`src/rtl/time_entry_sequencer.sv`:
```
// Keypad time-entry controller: detects key edges, drives the hour/min/sec
// shift-register enables and clears, range-checks each field on '#', and
// reports completion, rejected confirms, timeouts and aborted sessions.
module time_entry_sequencer #(
  parameter int TIMEOUT_CYCLES = 1000,
  parameter int TO_W           = 16
) (
  input  logic       clk,
  input  logic       rst,
  input  logic       en,
  input  logic [9:0] keypad,
  input  logic       sharp,
  input  logic       star,
  output logic [3:0] digit,
  output logic       hour_ce,
  output logic       min_ce,
  output logic       sec_ce,
  output logic [2:0] field_clr,
  output logic [1:0] field,
  output logic       busy,
  output logic       error,
  output logic       abort,
  output logic       completeSetting
);

  localparam logic [2:0] S_IDLE = 3'd0;
  localparam logic [2:0] S_HOUR = 3'd1;
  localparam logic [2:0] S_MIN  = 3'd2;
  localparam logic [2:0] S_SEC  = 3'd3;
  localparam logic [2:0] S_DONE = 3'd4;

  // The abort is issued on the edge where the idle count reaches TIMEOUT_CYCLES-1.
  localparam logic [TO_W-1:0] TO_LAST = TO_W'(TIMEOUT_CYCLES - 2);

  logic [2:0]      state_reg, state_next;
  logic [9:0]      keypad_prev_reg;
  logic            sharp_prev_reg, star_prev_reg, en_prev_reg;
  logic [1:0]      count_reg, count_next;
  logic [3:0]      tens_reg, tens_next, ones_reg, ones_next;
  logic [TO_W-1:0] to_cnt_reg, to_cnt_next;
  logic [3:0]      digit_reg, digit_next;
  logic [2:0]      ce_reg, ce_next;
  logic [2:0]      clr_reg, clr_next;
  logic            error_reg, error_next;
  logic            abort_reg, abort_next;
  logic            complete_reg, complete_next;

  logic            key_press, sharp_rise, star_rise, en_rise;
  logic [3:0]      key_val;
  logic [6:0]      value;
  logic [6:0]      limit;
  logic [2:0]      cur_sel;

  // Rising-edge detection; a multi-key keypad press is discarded.
  always_comb begin
    key_val = 4'd0;
    for (int i = 0; i < 10; i++) begin
      if (keypad[i]) key_val = 4'(i);
    end
  end

  assign key_press  = (keypad != 10'd0) && (keypad_prev_reg == 10'd0) &&
                      ((keypad & (keypad - 10'd1)) == 10'd0);
  assign sharp_rise = sharp && !sharp_prev_reg;
  assign star_rise  = star && !star_prev_reg;
  assign en_rise    = en && !en_prev_reg;

  assign value   = ({3'd0, tens_reg} * 7'd10) + {3'd0, ones_reg};
  assign limit   = (state_reg == S_HOUR) ? 7'd23 : 7'd59;
  assign cur_sel = (state_reg == S_HOUR) ? 3'b001 :
                   (state_reg == S_MIN)  ? 3'b010 :
                   (state_reg == S_SEC)  ? 3'b100 : 3'b000;

  // Next-state and response logic; priority is en drop > star > sharp > digit > timeout.
  always_comb begin
    state_next    = state_reg;
    count_next    = count_reg;
    tens_next     = tens_reg;
    ones_next     = ones_reg;
    to_cnt_next   = to_cnt_reg;
    digit_next    = digit_reg;
    ce_next       = 3'b000;
    clr_next      = 3'b000;
    error_next    = 1'b0;
    abort_next    = 1'b0;
    complete_next = 1'b0;
    case (state_reg)
      S_IDLE: begin
        if (en_rise) begin
          state_next  = S_HOUR;
          clr_next    = 3'b111;
          count_next  = 2'd0;
          tens_next   = 4'd0;
          ones_next   = 4'd0;
          to_cnt_next = '0;
        end
      end
      S_HOUR, S_MIN, S_SEC: begin
        if (!en) begin
          abort_next  = 1'b1;
          state_next  = S_IDLE;
          to_cnt_next = '0;
        end else if (star_rise) begin
          clr_next    = cur_sel;
          count_next  = 2'd0;
          tens_next   = 4'd0;
          ones_next   = 4'd0;
          to_cnt_next = '0;
        end else if (sharp_rise) begin
          to_cnt_next = '0;
          if (count_reg == 2'd0) begin
            error_next = 1'b1;
          end else begin
            count_next = 2'd0;
            tens_next  = 4'd0;
            ones_next  = 4'd0;
            if (value <= limit) begin
              state_next = (state_reg == S_HOUR) ? S_MIN :
                           (state_reg == S_MIN)  ? S_SEC : S_DONE;
            end else begin
              error_next = 1'b1;
              clr_next   = cur_sel;
            end
          end
        end else if (key_press) begin
          digit_next  = key_val;
          ce_next     = cur_sel;
          tens_next   = ones_reg;
          ones_next   = key_val;
          count_next  = (count_reg == 2'd2) ? 2'd2 : count_reg + 2'd1;
          to_cnt_next = '0;
        end else if (to_cnt_reg == TO_LAST) begin
          abort_next  = 1'b1;
          state_next  = S_IDLE;
          to_cnt_next = '0;
        end else begin
          to_cnt_next = to_cnt_reg + 1'b1;
        end
      end
      S_DONE: begin
        complete_next = 1'b1;
        state_next    = S_IDLE;
      end
      default: state_next = S_IDLE;
    endcase
  end

  // State, edge-detect history and registered output pulses.
  always_ff @(posedge clk) begin
    if (rst) begin
      state_reg       <= S_IDLE;
      keypad_prev_reg <= 10'd0;
      sharp_prev_reg  <= 1'b0;
      star_prev_reg   <= 1'b0;
      en_prev_reg     <= 1'b0;
      count_reg       <= 2'd0;
      tens_reg        <= 4'd0;
      ones_reg        <= 4'd0;
      to_cnt_reg      <= '0;
      digit_reg       <= 4'd0;
      ce_reg          <= 3'b000;
      clr_reg         <= 3'b000;
      error_reg       <= 1'b0;
      abort_reg       <= 1'b0;
      complete_reg    <= 1'b0;
    end else begin
      state_reg       <= state_next;
      keypad_prev_reg <= keypad;
      sharp_prev_reg  <= sharp;
      star_prev_reg   <= star;
      en_prev_reg     <= en;
      count_reg       <= count_next;
      tens_reg        <= tens_next;
      ones_reg        <= ones_next;
      to_cnt_reg      <= to_cnt_next;
      digit_reg       <= digit_next;
      ce_reg          <= ce_next;
      clr_reg         <= clr_next;
      error_reg       <= error_next;
      abort_reg       <= abort_next;
      complete_reg    <= complete_next;
    end
  end

  assign digit           = digit_reg;
  assign hour_ce         = ce_reg[0];
  assign min_ce          = ce_reg[1];
  assign sec_ce          = ce_reg[2];
  assign field_clr       = clr_reg;
  assign error           = error_reg;
  assign abort           = abort_reg;
  assign completeSetting = complete_reg;
  assign busy            = (state_reg == S_HOUR) || (state_reg == S_MIN) || (state_reg == S_SEC);
  assign field           = (state_reg == S_HOUR) ? 2'd0 :
                           (state_reg == S_MIN)  ? 2'd1 :
                           (state_reg == S_SEC)  ? 2'd2 : 2'd3;

endmodule

```
`config.mk`:
```
export PLATFORM = sky130hd
export DESIGN_NAME = time_entry_sequencer
export DESIGN_NICKNAME = d
export VERILOG_FILES = /design/src/rtl/time_entry_sequencer.sv
export SDC_FILE = /design/constraint.sdc
export NUM_CORES = 1
export LEC_CHECK = 0
export ABC_AREA = 1
export ABC_CLOCK_PERIOD_IN_PS = 2890
export CAP_MARGIN = 20
export CORE_UTILIZATION = 56
export CTS_BUF_LIST = sky130_fd_sc_hd__clkbuf_8 sky130_fd_sc_hd__clkbuf_16
export CTS_CLUSTER_DIAMETER = 60
export DETAILED_ROUTE_END_ITERATION = 10
export PLACE_DENSITY = 0.79
export SLEW_MARGIN = 30
export SYNTH_ARGS = -nofsm -noshare
export SYNTH_HDL_FRONTEND = slang
export SYNTH_SLANG_ARGS = --single-unit
```
`constraint.sdc`:
```
create_clock -name clk -period 2.89 [get_ports clk]
set_clock_uncertainty 0.1 [all_clocks]
set_input_delay 0.578 -clock clk [delete_from_list [all_inputs] [get_ports clk]]
set_output_delay 0.578 -clock clk [all_outputs]
set_load 0.02 [all_outputs]
```
**Yosys cells after proc, flatten, opt, wreduce, memory -nomap -nowiden**

Index checks and enable logic that the tools add are counted.

- Flip-flop bits (word level): 55
- Input port bits: 15
- Logic and storage cells: 135

- Equality and inequality tests: 15
- Reductions and logical operators: 24
- Bitwise logic cells: 6
- Multipliers: 1
- Add/sub/neg operators: 4
- Mux-type cells: 69
- $lt $le $gt $ge: 1

Operator list:

| operator | count |
|---|---|
| $mux 16 | 6 |
| $mux 4 | 18 |
| $mux 3 | 19 |
| $pmux 16 s2 | 1 |
| $ne 4x4->1 const B | 6 |
| $logic_not 10->1 | 2 |
| $mux 2 | 9 |
| $add 16x1->16 const B | 1 |
| $eq 16x10->1 const B | 1 |
| $pmux 4 s2 | 2 |
| $pmux 3 s2 | 2 |
| $and 10x10->10 | 1 |
| $mux 1 | 10 |
| $reduce_and 5->1 | 2 |
| $reduce_bool 10->1 | 1 |
| $sub 10x1->10 const B | 1 |
| $add 7x4->7 | 1 |
| $le 7x6->1 | 1 |
| $eq 3x2->1 const B | 2 |
| $mul 4x3->6 const B | 1 |
| $mux 6 | 1 |
| $reduce_and 6->1 | 1 |
| $reduce_or 6->1 | 1 |
| $logic_and 1x1->1 | 5 |
| 17 further kinds | 25 |

**Depth between registers and ports, before layout**

- Depth in word-level cells: 14
- Depth in mapped cells: 18
- Mapped depth without buffers: 18

**Worst setup path after synthesis**

OpenSTA, ideal clock, no wires.

- Path type: flip-flop to flip-flop
- Start point: register tens_reg[1]
- End point: register state_reg[0]
- Buffers on the path: 0
- Data required time: 2726 ps
- Data arrival time: 2462 ps
- Cell stages (with the launch flop): 18
- Period minus slack after synthesis: 2625 ps
- Setup time: 64 ps
- Path slack: 265 ps
- Cells stage by stage: dfxtp_1 -> ha_1 -> ha_1 -> inv_1 -> fa_1 -> xnor2_1 -> ha_1 -> nand3_1 -> inv_1 -> a21oi_1 -> nand2_1 -> nand2_2 -> nand2_1 -> nand2_1 -> nand3_1 -> nand2_1 -> inv_1 -> nor2_1

- Word-level cells in the longest chain between the ends: 5

Ends and longest elaborated chain:

| item | RTL line | RTL |
|---|---|---|
| start: declaration | 39 | `logic [3:0] tens_reg, tens_next, ones_reg, ones_next;` |
| start signal: assignment | 173 | `tens_reg <= tens_next;` |
| $mul 4x3->6 | 68 | `assign value = ({3'd0, tens_reg} * 7'd10) + {3'd0, ones_reg};` |
| $add 7x4->7 | 68 |  |
| $le 7x6->1 | 117 | `if (value <= limit) begin` |
| $ne 4x4->1 (no source line) | n/a |  |
| $reduce_and 6->1 (no source line) | n/a |  |
| end signal: assignment | 167 | `state_reg <= state_next;` |
| end: declaration | 35 | `logic [2:0] state_reg, state_next;` |

Every way passes these cells.
A chain may end at the register's enable or synchronous reset.

**Worst setup path in the final report**

Same ends and word-level chain as after synthesis.

==> impl_results.md <==
* CTS tree: yes
* Clock sink count at 55
* Worst EP required at approximately 3100 ps
* Hold Crit Class: reg2reg
* Synth area leader: dfxtp_1
* CP Launch Type: register
* Worst Path Max Fanout at 4
* Final WL at 5.96 mm
* Largest net degree at the start of global routing at 28
* Initial antenna violation count at 0
* Cells on worst reg2reg path at 17
* Worst Setup End Kind: register
* CTS root buf: clkbuf_8
* Met2 Usage GRT at roughly two fifths
* Crit Reg-Reg Endpoint: state_reg[0]$_SDFFE_PP0P_
* Tcrit/Tclk final at 94.9%
* TNS Setup at 0 ps
* GPL Wtd Cong at around 0.83
* Synth top area cells: dfxtp_1 38%, nand2_1 8.5%, inv_1 7.4%
* Final setup viols at 0
* Max-slew headroom at a little over two thirds
* Hold Path Origin: count_reg[1]$_SDFFE_PP0P_
* Worst EP arrival at 2910 ps
* First-pass GRT wire length at 9.80 mm
* R2R setup slack at about 150 ps
* Start of the worst register-to-register path: tens_reg[1]$_SDFFE_PP0P_
* Mapped Nets at 436
* CTS Buf Count at 5
* PortBufs at 30
* Worst VDD drop at slightly above 0.3 mV
* Hold depth at 2
* GR Overflow Total at 0
* DIE HEIGHT at 74.3 µm
* Met3 usage at 4.20%
* DR pass1 iterations at 4
* Clock buffer depth at 2
* Commonest cells in the netlist: 66 x nand2_1, 58 x inv_1, 58 x nor2_1
* Max reg flops at 16
* M1 GR Usage at 28.8%
* Vias at 2,642
* Most common cell in the synthesized netlist: nand2_1
* Worst Setup Path Type: reg2reg
* Clock slew seen by the registers of the worst setup and hold paths at 100 ps
* Initial DRC Count at 83
* Mapped Cells at ~410
* Post-DR wirelength/cell at 11.6 µm
* Status: finished clean
* Die W at 74.3 µm
* Syn Area/Cell at 7.22 µm²
* Worst hold endpoint: count_reg[1]$_SDFFE_PP0P_
* Die footprint at 5530 µm²
* Power per cell area at 632 nW/µm²
* Layout cell share with drive strength beyond 1 at 13.9%
* Clock latency on the worst-skew pair at roughly 320 ps
* ANT nets after route at 0
* Post-place instance area at 3330 µm²
* Final Cell Area at 3530 µm²
* GR peak layer: met2
* Core region area at 4880 µm²
* Rows at 25
* DRC violation count after routing at 0
* EDFF count, synth at 0
* Initial core utilization at roughly three fifths
* Vias in the first global route at 2,318
* Synthesized area at 2930 µm²
* Io pins at 31
* Top_reg_cell synth: dfxtp_1
* Area growth from synthesis to layout at 20.6%
* DP HPWL at 4.49 mm
* Post-synthesis sequential area ratio at 37.6%
* Synth warn at 0
* Fmax at 0.365 GHz
* Minimum clock period at between 2000 and 3000 ps
* Via-to-Cell Ratio at slightly above 5
* Max-Cap Viols at 0
* # nets final at between 400 and 500
* Ant. Diodes at 0
* Hold Fails Final Rpt at 0
* Pleak at 0.00144 µW
* CTS hold repair buffers at 0
* Post-synth ARST share at 0%
* Tightest Pin Transition at 442 ps
* Share of Yosys cell area claimed by the top area cell type at 37.6%
* # H-tree levels at 2
* Hold Slack at 370 ps
* Netlist cell types at 33
* Gr usage total at 22.9%
* Seq cells post-synth at 55
* Fin. max-slew vios at 0
timing repair:
item / 4_1_cts / 5_1_grt
setup endpoints to repair: 0 / 4
resized for setup: 0 / 15
setup buffers: 0 / 3
how the worst max path moves through the flow:
stage / from / to / slack (ps) / depth (start not counted)
final: tens_reg[1]$_SDFFE_PP0P_ / state_reg[0]$_SDFFE_PP0P_ / 150 / 17
after global routing: tens_reg[1]$_SDFFE_PP0P_ / state_reg[1]$_SDFFE_PP0P_ / -0.7 / 17
after CTS: tens_reg[1]$_SDFFE_PP0P_ / state_reg[0]$_SDFFE_PP0P_ / 30 / 17
after detailed placement: tens_reg[1]$_SDFFE_PP0P_ / state_reg[0]$_SDFFE_PP0P_ / 40 / 17
after global placement: tens_reg[1]$_SDFFE_PP0P_ / state_reg[0]$_SDFFE_PP0P_ / 150 / 17
after floorplan: tens_reg[1]$_SDFFE_PP0P_ / state_reg[0]$_SDFFE_PP0P_ / 260 / 17
metal layers:
layer,vias up,wire length [µm],share of wire (%)
met4,0,80,1.3
met1,1203,2720,46
met5,-,0,0
met2,68,2900,49
met3,7,258,4.3
li1,1364,-,-
critical path, cell delays in order (launching register included):
cell and delay, ps:
dfxtp_4 370, ha_4 250, ha_2 160, inv_2 40
fa_1 490, xnor2_1 150, ha_1 290, nand3_1 90
inv_2 50, a21oi_2 110, nand2_1 70, nand2_2 90
nand2_2 70, nand2_4 90, nand3_4 90, nand2_1 70
inv_1 30, nor2_1 80
through the flow:
stage	power [µW]	util, %	setup slack [ps]	instances
final	2230	72.4	147	512
after global routing	2370	72.4	-0.721	512
after CTS	2210	70.9	25.9	509
after detailed placement	1620	68.2	41.1	501
after global placement	1600	68.2	154	501
after floorplan	1380	-	265	406
placed cells by master, fill, tap and decap left out, types with 7 or more instances in the layout:
master | netlist | routed
nand3_1 | 26 | 25
inv_1 | 58 | 57
clkdlybuf4s50_1 | 0 | 30
dfxtp_1 | 55 | 53
ha_1 | 13 | 11
o21ai_0 | 16 | 16
xor2_1 | 9 | 9
a21oi_1 | 26 | 25
nand2_2 | 6 | 8
nand2_1 | 66 | 63
inv_2 | 5 | 7
nand4_1 | 10 | 10
nor3_1 | 10 | 9
nor2_1 | 58 | 58
nor2_2 | 14 | 14
cell families after synthesis:
| group | share of synthesized area (%) |
|---|---|
| flops | 37.6 |
| compound gates | 9.27 |
| fa+ha+maj | 6.92 |
| xor+xnor | 3.89 |
| buf+inv | 9.14 |
| simple gates | 33.2 |
cell type report:
| class | instances | area [µm²] |
|---|---|---|
| Inverter | 63 | 236 |
| Multi-Input combinational cell | 282 | 1610 |
| Timing Repair Buffer | 37 | 365 |
| Tap cell | 67 | 83.8 |
| Fill cell | 418 | 1350 |
| Clock inverter | 3 | 63.8 |
| Clock buffer | 5 | 68.8 |
| Sequential cell | 55 | 1110 |
report_power, final:
part | internal (µW) | switching (µW) | total, µW
logic | 289 | 496 | 786
registers | 815 | 35.4 | 850
clock network | 343 | 256 | 599
Note: power is estimated with default switching activity, not from simulation.
